--- src/rtl/ps2_pkg.sv ---
`default_nettype none
// ps2_pkg -- PS/2 framing constants, receiver FSM encoding and parity helper.
// Rev 1.0
package ps2_pkg;

  localparam int PS2_FRAME_BITS   = 11;
  localparam int PS2_PAYLOAD_BITS = 9;

  typedef enum logic [1:0] {
    IDLE = 2'd0,
    RECV = 2'd1,
    STOP = 2'd2
  } ps2_state_t;

  // Odd-parity bit for a byte: set when the byte has an even number of ones.
  function automatic logic odd_parity(input logic [7:0] b);
    return ~(^b);
  endfunction

endpackage
`default_nettype wire

--- src/rtl/ps2_line_filter.sv ---
`default_nettype none
// ps2_line_filter -- 2-flop synchronizer plus saturating glitch filter for one PS/2 line.
// Rev 1.0
module ps2_line_filter #(
  parameter int FILTER_LEN = 8
) (
  input  logic clk,
  input  logic rst,
  input  logic raw,
  output logic level
);

  localparam int CW = $clog2(FILTER_LEN + 1);

  logic [1:0]    sync;
  logic [CW-1:0] cnt;

  // The level flips one cycle after FILTER_LEN consecutive opposite samples.
  always_ff @(posedge clk or posedge rst) begin
    if (rst) begin
      sync  <= 2'b11;
      cnt   <= '0;
      level <= 1'b1;
    end else begin
      sync <= {sync[0], raw};
      if (cnt == CW'(FILTER_LEN)) begin
        level <= ~level;
        cnt   <= '0;
      end else if (sync[1] != level) begin
        cnt <= cnt + 1'b1;
      end else begin
        cnt <= '0;
      end
    end
  end

endmodule
`default_nettype wire

--- src/rtl/ps2_rx.sv ---
`default_nettype none
// ps2_rx -- PS/2 device-to-host receiver: filters the line pair and deframes 11-bit frames.
// Rev 1.0
module ps2_rx
  import ps2_pkg::*;
#(
  parameter int FILTER_LEN     = 8,
  parameter int TIMEOUT_CYCLES = 50_000
) (
  input  logic       clk,
  input  logic       rst,
  input  logic       ps2_clk,
  input  logic       ps2_data,
  output logic [7:0] data,
  output logic       valid,
  output logic       err_parity,
  output logic       err_frame,
  output logic       busy
);

  localparam int TW = $clog2(TIMEOUT_CYCLES + 1);
  localparam int BW = $clog2(PS2_FRAME_BITS);

  logic                        clk_f;
  logic                        data_f;
  logic                        clk_q;
  logic                        fall;
  ps2_state_t                  state;
  ps2_state_t                  state_nxt;
  logic [BW-1:0]               bit_cnt;
  logic [PS2_PAYLOAD_BITS-1:0] shreg;
  logic [TW-1:0]               idle_cnt;
  logic                        timeout;

  ps2_line_filter #(.FILTER_LEN(FILTER_LEN)) u_clk_filter (
    .clk   (clk),
    .rst   (rst),
    .raw   (ps2_clk),
    .level (clk_f)
  );

  ps2_line_filter #(.FILTER_LEN(FILTER_LEN)) u_data_filter (
    .clk   (clk),
    .rst   (rst),
    .raw   (ps2_data),
    .level (data_f)
  );

  always_ff @(posedge clk or posedge rst) begin
    if (rst) begin
      clk_q <= 1'b1;
      fall  <= 1'b0;
    end else begin
      clk_q <= clk_f;
      fall  <= clk_q & ~clk_f;
    end
  end

  assign timeout = (idle_cnt == TW'(TIMEOUT_CYCLES));
  assign busy    = (state != IDLE);

  always_ff @(posedge clk or posedge rst) begin
    if (rst) state <= IDLE;
    else     state <= state_nxt;
  end

  // A clock fall always wins over a coincident timeout.
  always_comb begin
    state_nxt = state;
    case (state)
      IDLE: if (fall && !data_f) state_nxt = RECV;
      RECV: begin
        if (fall) begin
          if (bit_cnt == BW'(PS2_PAYLOAD_BITS - 1)) state_nxt = STOP;
        end else if (timeout) begin
          state_nxt = IDLE;
        end
      end
      STOP: if (fall || timeout) state_nxt = IDLE;
      default: state_nxt = IDLE;
    endcase
  end

  always_ff @(posedge clk or posedge rst) begin
    if (rst) begin
      bit_cnt    <= '0;
      shreg      <= '0;
      idle_cnt   <= '0;
      data       <= 8'h00;
      valid      <= 1'b0;
      err_parity <= 1'b0;
      err_frame  <= 1'b0;
    end else begin
      valid <= 1'b0;
      if (fall || state == IDLE) idle_cnt <= '0;
      else if (!timeout)         idle_cnt <= idle_cnt + 1'b1;

      case (state)
        IDLE: if (fall && !data_f) bit_cnt <= '0;
        RECV: begin
          if (fall) begin
            shreg   <= {data_f, shreg[PS2_PAYLOAD_BITS-1:1]};
            bit_cnt <= bit_cnt + 1'b1;
          end
        end
        STOP: begin
          if (fall) begin
            data       <= shreg[7:0];
            err_parity <= (shreg[8] != odd_parity(shreg[7:0]));
            err_frame  <= ~data_f;
            valid      <= 1'b1;
          end
        end
        default: ;
      endcase
    end
  end

endmodule
`default_nettype wire

--- config.mk ---
export PLATFORM = sky130hd
export DESIGN_NAME = ps2_rx
export DESIGN_NICKNAME = d
export VERILOG_FILES = /design/src/rtl/ps2_pkg.sv /design/src/rtl/ps2_line_filter.sv /design/src/rtl/ps2_rx.sv
export SDC_FILE = /design/constraint.sdc
export NUM_CORES = 1
export LEC_CHECK = 0
export ABC_AREA = 0
export BUFFER_PORTS_ARGS = -buffer_cell sky130_fd_sc_hd__buf_2
export CAP_MARGIN = 25
export CELL_PAD_IN_SITES_DETAIL_PLACEMENT = 1
export CELL_PAD_IN_SITES_GLOBAL_PLACEMENT = 2
export CORE_MARGIN = 2
export CORE_UTILIZATION = 37
export CTS_CLUSTER_DIAMETER = 120
export DETAILED_ROUTE_END_ITERATION = 10
export GPL_ROUTABILITY_DRIVEN = 1
export PLACE_DENSITY = 0.82
export SYNTH_ARGS = -nofsm -noshare
export SYNTH_HDL_FRONTEND = slang
export SYNTH_SLANG_ARGS = --single-unit
export TNS_END_PERCENT = 30
--- constraint.sdc ---
create_clock -name clk -period 1.9 [get_ports clk]
set_input_delay 0.38 -clock clk [delete_from_list [all_inputs] [get_ports clk]]
set_output_delay 0.38 -clock clk [all_outputs]
set_load 0.01 [all_outputs]
==> flow_metrics.tcl <==
set metrics [dict create \
    timing.slew.headroom 0.7022 \
    rsz0062_at_grt "false" \
    number_of_flops_mapped_to_enable_cells_by_yosys 0 \
    number_of_antenna_violations_at_the_first_check_in_global_routing 0 \
    detailedPlacementHpwl_mm 3.261 \
    number_of_library_cell_types_mapped_by_synthesis 41 \
    crit_path_class "flop to flop" \
    cp_max_fo 5 \
    grt_first_pass_wirelength_mm 8.273 \
    cts.root.buffer_cell "sky130_fd_sc_hd__clkbuf_8" \
    timing.critical_path.slowest_stage_cell "sky130_fd_sc_hd__or4_4" \
    top_level_ports 16 \
    timing.critical_path.arrival_ns 2.00 \
    cts_tree "yes" \
    worstSkewPairLatency_ns 0.33 \
    firstDrtPassIters 4 \
    layout.nets 262 \
    clockBufferDepth 2 \
    cpLargestDelayFamily "simple AND/OR/NAND/NOR gates" \
    number_of_core_rows 30 \
    ranking_of_synthesized_cells_by_area "sky130_fd_sc_hd__dfrtp_1 (49%), sky130_fd_sc_hd__mux2_2 (7.4%), sky130_fd_sc_hd__dfstp_2 (7.1%), sky130_fd_sc_hd__xnor2_1 (4.0%), sky130_fd_sc_hd__xor2_1 (4.0%)" \
    syn_area_um2 2602 \
    route.detailed.wl_per_inst_um 13.68 \
    f_max_ghz 0.5588 \
    synth_top_cells_by_count "sky130_fd_sc_hd__dfrtp_1 (51), sky130_fd_sc_hd__mux2_2 (17), sky130_fd_sc_hd__nor2_1 (16), sky130_fd_sc_hd__inv_1 (13)" \
    crit_required_ns 2.11 \
    worst_clock_skew_ns 0.007269 \
    setup-violations-final 0 \
    cts_resized 0 \
    peak_supply_drop_uv 432.5 \
    initial_cell_density_of_the_core 0.3831 \
    routed_wl_mm 4.803 \
    total_via_count_in_the_routed_design 1685 \
    total_count_of_hold_check_failures_in_the_final_report 0 \
    synth-main-ff-cell "sky130_fd_sc_hd__dfrtp_1" \
    cts_num_sinks 58 \
    cts-buffers-inserted 9 \
    clk_pin_slew_ns 0.07 \
    areaGrowthSynthToFinish_pct 18.85 \
    max_cap_violations 0 \
    core_area_um2 6794 \
    worst_r2r_endpoint "idle_cnt[1]" \
    postSynthRegisterBits 58 \
    synth_area_per_cell_um2 11.83 \
    async_reset_ff_frac 1.000 \
    synth_top_cell_area_share 0.4904 \
    delay_of_the_slowest_cell_on_the_worst_path_ns 0.54 \
    worstSetupEndpointType "flop" \
    diodes 0 \
    timing.hold.worst.class "input port to async pin" \
    worstPathBufferInverterCount 0 \
    die_area_um2 7720 \
    finalCriticalPeriod_ns 1.789 \
    rr_startpoint "idle_cnt[10]" \
    grt_pass1_vias 1671 \
    viasPerCell 4.801 \
    r2r_cells 4 \
    die_x_um 87.87 \
    cts_setup_buffers 0 \
    hold_ws_ns 0.08582 \
    run_status "complete, no violations" \
    critPathLaunchType "flop" \
    final-max-slew-violation-count 0 \
    p_per_area_nw_per_um2 1081 \
    cts-htree-levels 3 \
    setup-tns-final_ns 0 \
    remaining_drc_errors 0 \
    netlist.top_cell.by_area "sky130_fd_sc_hd__dfrtp_1" \
    final_min_period_over_clock_period 0.9418 \
    gp_routability_congestion 0.7750 \
    cp_cell_instances "or4_4 > nor4_4 > mux2i_1 > nor2_1" \
    hold_buffer_count_at_cts 0 \
    ant_nets 0 \
    yosysMostFrequentCell "sky130_fd_sc_hd__dfrtp_1" \
    io_buffers 15 \
    drive_above_1_share 0.2863 \
    synth_nets 232 \
    drt_first_iter_violations 38 \
    grt.overflow.total 0 \
    reg2reg_setup_slack_ns 0.11 \
    global_route.usage.total 0.1436 \
    leakagePower_nw 1.457 \
    ys_seq_area_frac 0.5611 \
    yosys_warnings 0 \
    die_h_um 87.87 \
    worst_pin_slew_ns 0.4455 \
    grt_start_max_net_pins 59 \
    synth_cells 220 \
]
## cell families (layout without fill, tap and decap cells)
family / Yosys count / count (layout) / synth area share
flops: 58 / 58 / 0.5611
compound gates: 21 / 21 / 0.04856
mux: 18 / 18 / 0.07740
buf+inv: 17 / 52 / 0.02452
simple gates: 73 / 73 / 0.1606
xor+xnor: 25 / 25 / 0.08942
fa+ha+maj: 8 / 8 / 0.03846
## final cells by class
class | instances | area, um^2
tap | 96 | 120.1
timing repair buffer | 23 | 147.6
fill | 729 | 3701
clock buffer | 12 | 165.2
inverter | 13 | 48.80
clock inverter | 4 | 72.57
sequential | 58 | 1460
multi-input combinational | 145 | 1079
## layer usage
metal	global-route usage	vias up	share of wire
met5	0	-	0
met4	0.06713	0	0.014
met3	0.04524	4	0.027
met2	0.2025	20	0.48
met1	0.2010	846	0.48
li1	-	815	-
## report_power, final
group          switching, mW  internal [mW]  total, mW
sequential             0.134           1.37       1.50
combinational          0.283          0.228      0.512
clock                  0.483          0.844       1.33
total                  0.900           2.44       3.34
## how the worst max path moves through the flow
stage,end,cells past startpoint,startpoint
floorplan,bit_cnt[0],1,rst
CTS,idle_cnt[1],4,idle_cnt[10]
global placement,idle_cnt[1],4,idle_cnt[10]
finish,idle_cnt[1],4,idle_cnt[10]
detailed placement,idle_cnt[1],4,idle_cnt[10]
global route,idle_cnt[1],4,idle_cnt[10]
## registers in the layout, summed over array words and instances (netlist names), 2 cells and up
register and cells:
state 2, data 8, u_clk_filter.sync 2, u_data_filter.sync 2
bit_cnt 4, u_data_filter.cnt 4, idle_cnt 16, shreg 9
u_clk_filter.cnt 4
## worst reg2reg max path, cell delays in order, from the launching register on
cell                      delay [ns]
sky130_fd_sc_hd__dfrtp_1        0.41
sky130_fd_sc_hd__or4_4          0.54
sky130_fd_sc_hd__nor4_4         0.44
sky130_fd_sc_hd__mux2i_1        0.23
sky130_fd_sc_hd__nor2_1         0.05
## through the flow
stage	setup slack, ns	utilization	std cells	total power [mW]	cell area, um^2
after global placement	0.1589	0.4203	335	2.026	2855
after global routing	0.008401	0.4552	351	3.544	3093
final	0.1105	0.4552	351	3.342	3093
after detailed placement	0.1188	0.4203	335	2.053	2855
after floorplan	0.1036	-	220	1.876	2603
after CTS	0.09758	0.4552	351	3.401	3093
## cells in the final DEF, fill, tap and decap left out, types with 3 or more instances in the layout
cell type	count
sky130_fd_sc_hd__dfrtp_1	51
sky130_fd_sc_hd__mux2_2	17
sky130_fd_sc_hd__nor2_1	16
sky130_fd_sc_hd__buf_2	15
sky130_fd_sc_hd__xor2_1	12
sky130_fd_sc_hd__xnor2_1	12
sky130_fd_sc_hd__inv_1	12
sky130_fd_sc_hd__clkbuf_8	12
sky130_fd_sc_hd__nand3_1	11
sky130_fd_sc_hd__nand2_1	11
sky130_fd_sc_hd__o21ai_0	8
sky130_fd_sc_hd__ha_1	8
sky130_fd_sc_hd__dfstp_2	7
sky130_fd_sc_hd__buf_4	7
sky130_fd_sc_hd__a21oi_1	6
sky130_fd_sc_hd__nand4_1	5
sky130_fd_sc_hd__nand3b_1	4
sky130_fd_sc_hd__and3_1	3
sky130_fd_sc_hd__or3_1	3
(Power assumes the default switching activity.)
